File: src/rtl/ret_addr_stack.sv
// Return-address stack fed by decode-stage link signals, with a one-entry
// tracker that compares each popped prediction against the target resolved in execute.
module ret_addr_stack #(
  parameter int DEPTH = 8,
  parameter int PTR_W = 3,
  parameter int AW    = 32
) (
  input  logic             clk,
  input  logic             rst,
  input  logic             stallD,
  input  logic             flushD,
  input  logic             pushD,
  input  logic [AW-1:0]    pcD,
  input  logic             popD,
  output logic             pred_valid,
  output logic [AW-1:0]    pred_addr,
  input  logic             resolveE,
  input  logic [AW-1:0]    targetE,
  output logic             mispredict,
  output logic [PTR_W:0]   count
);

  localparam logic [PTR_W:0] L_FULL = (PTR_W+1)'(DEPTH);

  logic [AW-1:0]  r_entries [DEPTH];
  logic [PTR_W-1:0] r_tp;
  logic [PTR_W:0] r_count;
  logic           r_pend_valid;
  logic [AW-1:0]  r_pend_addr;
  logic           r_mispredict;

  logic           w_push;
  logic           w_pop;
  logic           w_empty;
  logic [PTR_W-1:0] w_tp_inc;
  logic [PTR_W-1:0] w_tp_dec;
  logic [AW-1:0]  w_top;
  logic [AW-1:0]  w_push_val;

  assign w_push     = pushD & ~stallD & ~flushD;
  assign w_pop      = popD  & ~stallD & ~flushD;
  assign w_empty    = (r_count == '0);
  assign w_tp_inc   = r_tp + 1'b1;
  assign w_tp_dec   = r_tp - 1'b1;
  assign w_top      = w_empty ? '0 : r_entries[r_tp];
  assign w_push_val = pcD + AW'(8);

  assign pred_valid = ~w_empty;
  assign pred_addr  = w_top;
  assign mispredict = r_mispredict;
  assign count      = r_count;

  always_ff @(posedge clk) begin
    if (rst) begin
      r_tp         <= '0;
      r_count      <= '0;
      r_pend_valid <= 1'b0;
      r_pend_addr  <= '0;
      r_mispredict <= 1'b0;
      for (int i = 0; i < DEPTH; i++) r_entries[i] <= '0;
    end else if (flushD) begin
      // Entries are left as-is; resetting count makes them unreachable.
      r_tp         <= '0;
      r_count      <= '0;
      r_pend_valid <= 1'b0;
      r_mispredict <= 1'b0;
    end else begin
      r_mispredict <= resolveE & r_pend_valid & (targetE != r_pend_addr);
      if (resolveE & r_pend_valid) r_pend_valid <= 1'b0;
      // A new pop reloads the tracker even when the old entry resolves now.
      if (w_pop) begin
        r_pend_valid <= 1'b1;
        r_pend_addr  <= w_top;
      end
      case ({w_push, w_pop})
        2'b10: begin
          r_tp                <= w_tp_inc;
          r_entries[w_tp_inc] <= w_push_val;
          if (r_count != L_FULL) r_count <= r_count + 1'b1;
        end
        2'b01: begin
          if (!w_empty) begin
            r_tp    <= w_tp_dec;
            r_count <= r_count - 1'b1;
          end
        end
        2'b11: begin
          // Pop then push lands in the same slot.
          r_entries[r_tp] <= w_push_val;
          if (w_empty) r_count <= 1;
        end
        default: ;
      endcase
    end
  end

endmodule
File: config.mk
export PLATFORM = sky130hd
export DESIGN_NAME = ret_addr_stack
export DESIGN_NICKNAME = d
export VERILOG_FILES = /design/src/rtl/ret_addr_stack.sv
export SDC_FILE = /design/constraint.sdc
export NUM_CORES = 1
export LEC_CHECK = 0
export CAP_MARGIN = 20
export CORE_ASPECT_RATIO = 0.75
export CORE_UTILIZATION = 39
export CTS_CLUSTER_DIAMETER = 40
export CTS_CLUSTER_SIZE = 40
export DETAILED_ROUTE_END_ITERATION = 7
export GPL_ROUTABILITY_DRIVEN = 0
export GPL_TIMING_DRIVEN = 0
export PLACE_DENSITY = 0.61
export SYNTH_ARGS = -nofsm -noshare
export SYNTH_HDL_FRONTEND = slang
export SYNTH_SLANG_ARGS = --single-unit
export TNS_END_PERCENT = 10
File: constraint.sdc
create_clock -name clk -period 2.7 [get_ports clk]
set_input_delay 0.27 -clock clk [delete_from_list [all_inputs] [get_ports clk]]
set_output_delay 0.27 -clock clk [all_outputs]
set_load 0.01 [all_outputs]
# Word level (Yosys, flattened, before mapping)
# Memory sizes are Yosys's and may differ from the RTL's. A register that Yosys moved wholly into a read port is not among the register bits.
# Index checks and enable logic that the tools add are counted.
[classes] add_sub_neg=5 n_eq_ne=8 mux=27 n_bitwise=9 reduce_logical=10
[op_table] op="$mux W32" count=3
[op_table] op="$reduce_or A32 Y1" count=2
[op_table] op="$add A32 B4 Y32 const B" count=1
[op_table] op="$ne A32 B32 Y1" count=1
[op_table] op="$mux W3" count=5
[op_table] op="$mux W1" count=14
[op_table] op="$mux W4" count=3
[op_table] op="$pmux W4 S3" count=1
[op_table] op="$and A1 B1 Y1" count=6
[op_table] op="$ne A2 B2 Y1 const B" count=3
[op_table] op="$pmux W3 S2" count=1
[op_table] op="$add A4 B1 Y4 const B" count=1
[op_table] op="$eq A2 B2 Y1 const B" count=2
[op_table] op="$logic_not A4 Y1" count=1
[op_table] op="$ne A4 B4 Y1 const B" count=1
[op_table] op="$reduce_and A2 Y1" count=2
[op_table] op="$reduce_and A4 Y1" count=1
[op_table] op="$reduce_bool A2 Y1" count=2
[op_table] op="$sub A4 B1 Y4 const B" count=1
[op_table] op="$add A3 B1 Y3 const B" count=1
[op_table] op="$not A1 Y1" count=3
[op_table] op="$reduce_bool A3 Y1" count=1
[op_table] op="$sub A3 B1 Y3 const B" count=1
[op_table] op="$eq A2 B1 Y1 const B" count=1
[op_table] op="$reduce_or A2 Y1" count=1
[word_totals] register_bits=41 mem_bits_rw=256 input_bits=71 mem_count=1
[mem_list] memory="r_entries" words=8 word_bits=32 read_ports=1 rd_clocked_by_memory_dff=1 wr=8 line="25" text="logic [AW-1:0] r_entries [DEPTH];"

# Depth between registers and ports, before layout
[depth] depth_word=11 ltp_mapped=9 depth_no_buf=8

# Worst setup path before layout
# No wires, ideal clock.
[synth_path] path_kind="reg-to-reg" startpoint="register r_tp[0]" endpoint="memory r_entries[2][0], enable pin" setup_time_ns=0.394 t_arrival_ns=2.466 required_ns=2.306 path_slack_ns=-0.160 path_stages_with_launch=9 path_buffers=1 path_cell_list="dfxtp_1 > inv_1 > ha_1 > inv_1 > a2111oi_2 > nor3_1 > or3_1 > buf_2 > nand2b_1"
[synth_rtl] element="start: declaration" line="26" text="logic [PTR_W-1:0] r_tp;"
[synth_rtl] element="start signal: assignment" line="77" text="r_tp <= w_tp_inc;"
[synth_rtl] element="start signal: assignment" line="83" text="r_tp <= w_tp_dec;"
[synth_rtl] element="end: declaration" line="25"

==> reports/summary.txt <==
DRC viols -> 0
first-pass GRT wire length -> 57.86 mm
critical path class -> reg -> out
worst-margin pin slew -> 0.8264 ns
post-DP HPWL -> 26.53 mm
Tmin final -> 2.792 ns
IO Count -> 109
CP max-delay cell -> dfxtp_2
initial antenna violation count -> 0
Pre-Repair DR Iteration Count -> 5
CTS sink cnt -> 300
total gr overflow -> 0
via/cell ratio -> 5.493
Hold Crit Class -> in -> reg
skew final -> 0.02562 ns
maximum vdd drop -> 0.3501 mV
Crit. End Element -> output pin
Final period util -> 103.4%
Port Buffers -> 106
Layout fillers -> 2,892
Longest Clk Path Bufs -> 3
fin. max-slew vios -> 0
# H-tree levels -> 2
drt total wl -> 40.25 mm
number of max-cap violations -> 0
Synth area leader -> edfxtp_1
total power -> 11.06 mW
Sum Neg Setup Slack -> -0.4027 ns
Reg area -> 0.008573 mm2
area of the core -> 0.03389 mm2
synth cell count leaders -> nor2_1, edfxtp_1, mux4_2, xnor2_1, nand2_1
remaining antenna violation count -> 0
Cell Count, Final, Fillers Out -> 1,682
final hold vios -> 0
Global Route Usage Sum -> 22.57%
vias in the first global route -> 8,993
die width -> 217.5 um
setup ws final -> -0.09154 ns
Synth top area share -> 56.61%
worst endpoint required time -> 2.43 ns
Die Span Y -> 163.6 um
ys async rst share -> 0%
failing checks -> negative setup slack
die area -> 0.03558 mm2
Fmax -> 0.3582 GHz
Yosys warning count -> 0
cells after synthesis -> 1,041
share of layout cells above drive strength 1 -> 21.19%
Root Buffer Master -> clkbuf_16
RSZ-0062 raised after global routing -> true
CTS tree -> done
Critical Path Fanout Max -> 10
relative slew slack -> 44.51%
area taken by multi-input logic gates -> 0.005119 mm2
Num CTS Buffers -> 37
count of routing violations after the opening detailed-route iteration -> 1,035
nets -> 1,282
CP delay by family, top -> buffers and inverters
cell with the most instances after synthesis -> nor2_1
outcome -> finished, violations left
Synth Cell Area -> 0.01358 mm2
Setup crit start kind -> flip-flop
area grow syn2layout -> 28.42%
#FFs+latches synth -> 300
Antenna diodes -> 0
post-route cell area -> 0.01744 mm2
placed instance area -> 0.01537 mm2
Netlist cell types -> 49
Worst Path Buf+Inv -> 2
clk slew on worst S/H paths -> 0.06 ns
dominant synthesized flop cell -> edfxtp_1
Hold Buf Count CTS -> 0
WP data arrival -> 2.52 ns
Placed Cells incl. Taps -> 1,605
syn nets -> 1,116
worst-path cell chain -> clkbuf_4 > mux4_2 > mux2i_2 > nor2_1 > clkdlybuf4s50_1
final hold slack -> 0.09290 ns
PD cells -> 634.3 mW/mm2
EDFF count, synth -> 256
synth top area cells -> edfxtp_1, mux4_2, nor2_1
CP peak stage delay -> 0.50 ns
largest net degree at the start of global routing -> 33
final setup violation count -> 9
# rows -> 58
wire length per cell -> 23.93 um
Initial Util -> 40.07%
static leakage -> 6.220 nW
clock latency on the worst-skew pair -> 0.54 ns
post-synthesis sequential area ratio -> 63.10%
Synth Area per Inst -> 13.04 um2
Vias -> 9,240
## cell families (layout without fill, tap and decap cells)
group / Yosys count / after routing / share of synthesized area (%)
xor+xnor: 65 / 65 / 4.192
mux: 99 / 99 / 13.19
compound gates: 57 / 57 / 2.580
fa+ha+maj: 4 / 4 / 0.3686
flops: 300 / 300 / 63.10
buf+inv: 76 / 266 / 2.534
simple gates: 440 / 441 / 14.03
## metrics by stage
step,util [%],worst slack [ns]
6_report,51.45,-0.09154
5_1_grt,51.45,-0.1501
4_1_cts,50.26,-0.1780
3_5_place_dp,45.36,-0.8210
3_3_place_gp,44.87,-1.584
2_1_floorplan,-,0.02052
## report_power, final
group | leakage [nW] | internal, mW | switching, mW
sequential | 2.99 | 5.16 | 0.0410
combinational | 2.61 | 0.309 | 0.431
clock | 0.620 | 3.00 | 2.12
## sequential cells by signal, summed over array words and instances (netlist names), named ones only
name          flops
count             4
mispredict        1
r_entries       256
r_pend_addr      32
r_pend_valid      1
r_tp              3
## cell usage in the layout, fill, tap and decap left out, types with 7 or more instances in the layout
cell | netlist | routed
mux2i_4 | 0 | 20
xnor2_1 | 57 | 52
edfxtp_1 | 256 | 256
buf_4 | 1 | 15
clkdlybuf4s50_1 | 0 | 78
nand2b_2 | 0 | 7
xor2_1 | 8 | 8
clkinv_8 | 0 | 7
inv_1 | 13 | 13
nand4_1 | 12 | 12
mux2i_2 | 0 | 10
buf_12 | 0 | 15
nor4_1 | 8 | 7
nand2_1 | 50 | 49
dfxtp_1 | 44 | 42
nor3_1 | 18 | 16
clkbuf_1 | 28 | 15
nand3_1 | 15 | 15
dlymetal6s2s_1 | 0 | 16
nor2_1 | 296 | 296
dlygate4sd2_1 | 0 | 11
clkbuf_16 | 0 | 40
buf_2 | 26 | 20
o21ai_0 | 36 | 36
mux4_2 | 64 | 64
## worst reg2reg max path, cell delays in order (launching register included)
cell       delay (ns)
dfxtp_1          0.37
inv_1            0.11
ha_4             0.31
inv_1            0.09
a2111oi_2        0.32
nor3_2           0.13
or3_1            0.33
buf_2            0.23
nand2b_4         0.35
## path summary, 6_finish.rpt
| kind | from | end | cells after the start | slack (ns) |
|---|---|---|---|---|
| setup / recovery | flip-flop | pred_addr[8] | 5 | -0.09 |
| setup reg to reg | r_tp[1] | r_entries[2][1] | 8 | 0.11 |
| hold reg to reg | r_pend_valid | r_pend_valid | 2 | 0.47 |
| hold / removal | popD | r_pend_valid | 3 | 0.09 |
## routing by layer
layer | routed length, um | share of wire (%) | global-route usage (%)
met5 | 0 | 0 | 0
met4 | 1053 | 2.6 | 7.650
met3 | 3440 | 8.5 | 5.121
met2 | 18770 | 47 | 35.31
met1 | 16980 | 42 | 31.02
## timing repair
| item | CTS | global route |
|---|---|---|
| gates resized for setup | 111 | 64 |
| endpoints found under the setup margin | 150 | 236 |
| endpoints found under the hold margin | 0 | 0 |
| cloned | 0 | 4 |
| setup buffers | 5 | 7 |
| pin swaps | 0 | 0 |
## area by class of cell
class	count	share of cell area (%)
buffer	60	2.418
clock buffer	38	5.331
clock inverter	26	2.038
inverter	13	0.2798
multi-input combinational	666	29.35
sequential	300	49.16
tap	450	3.229
timing repair buffer	129	8.187
Note: power is estimated with default switching activity, not from simulation.
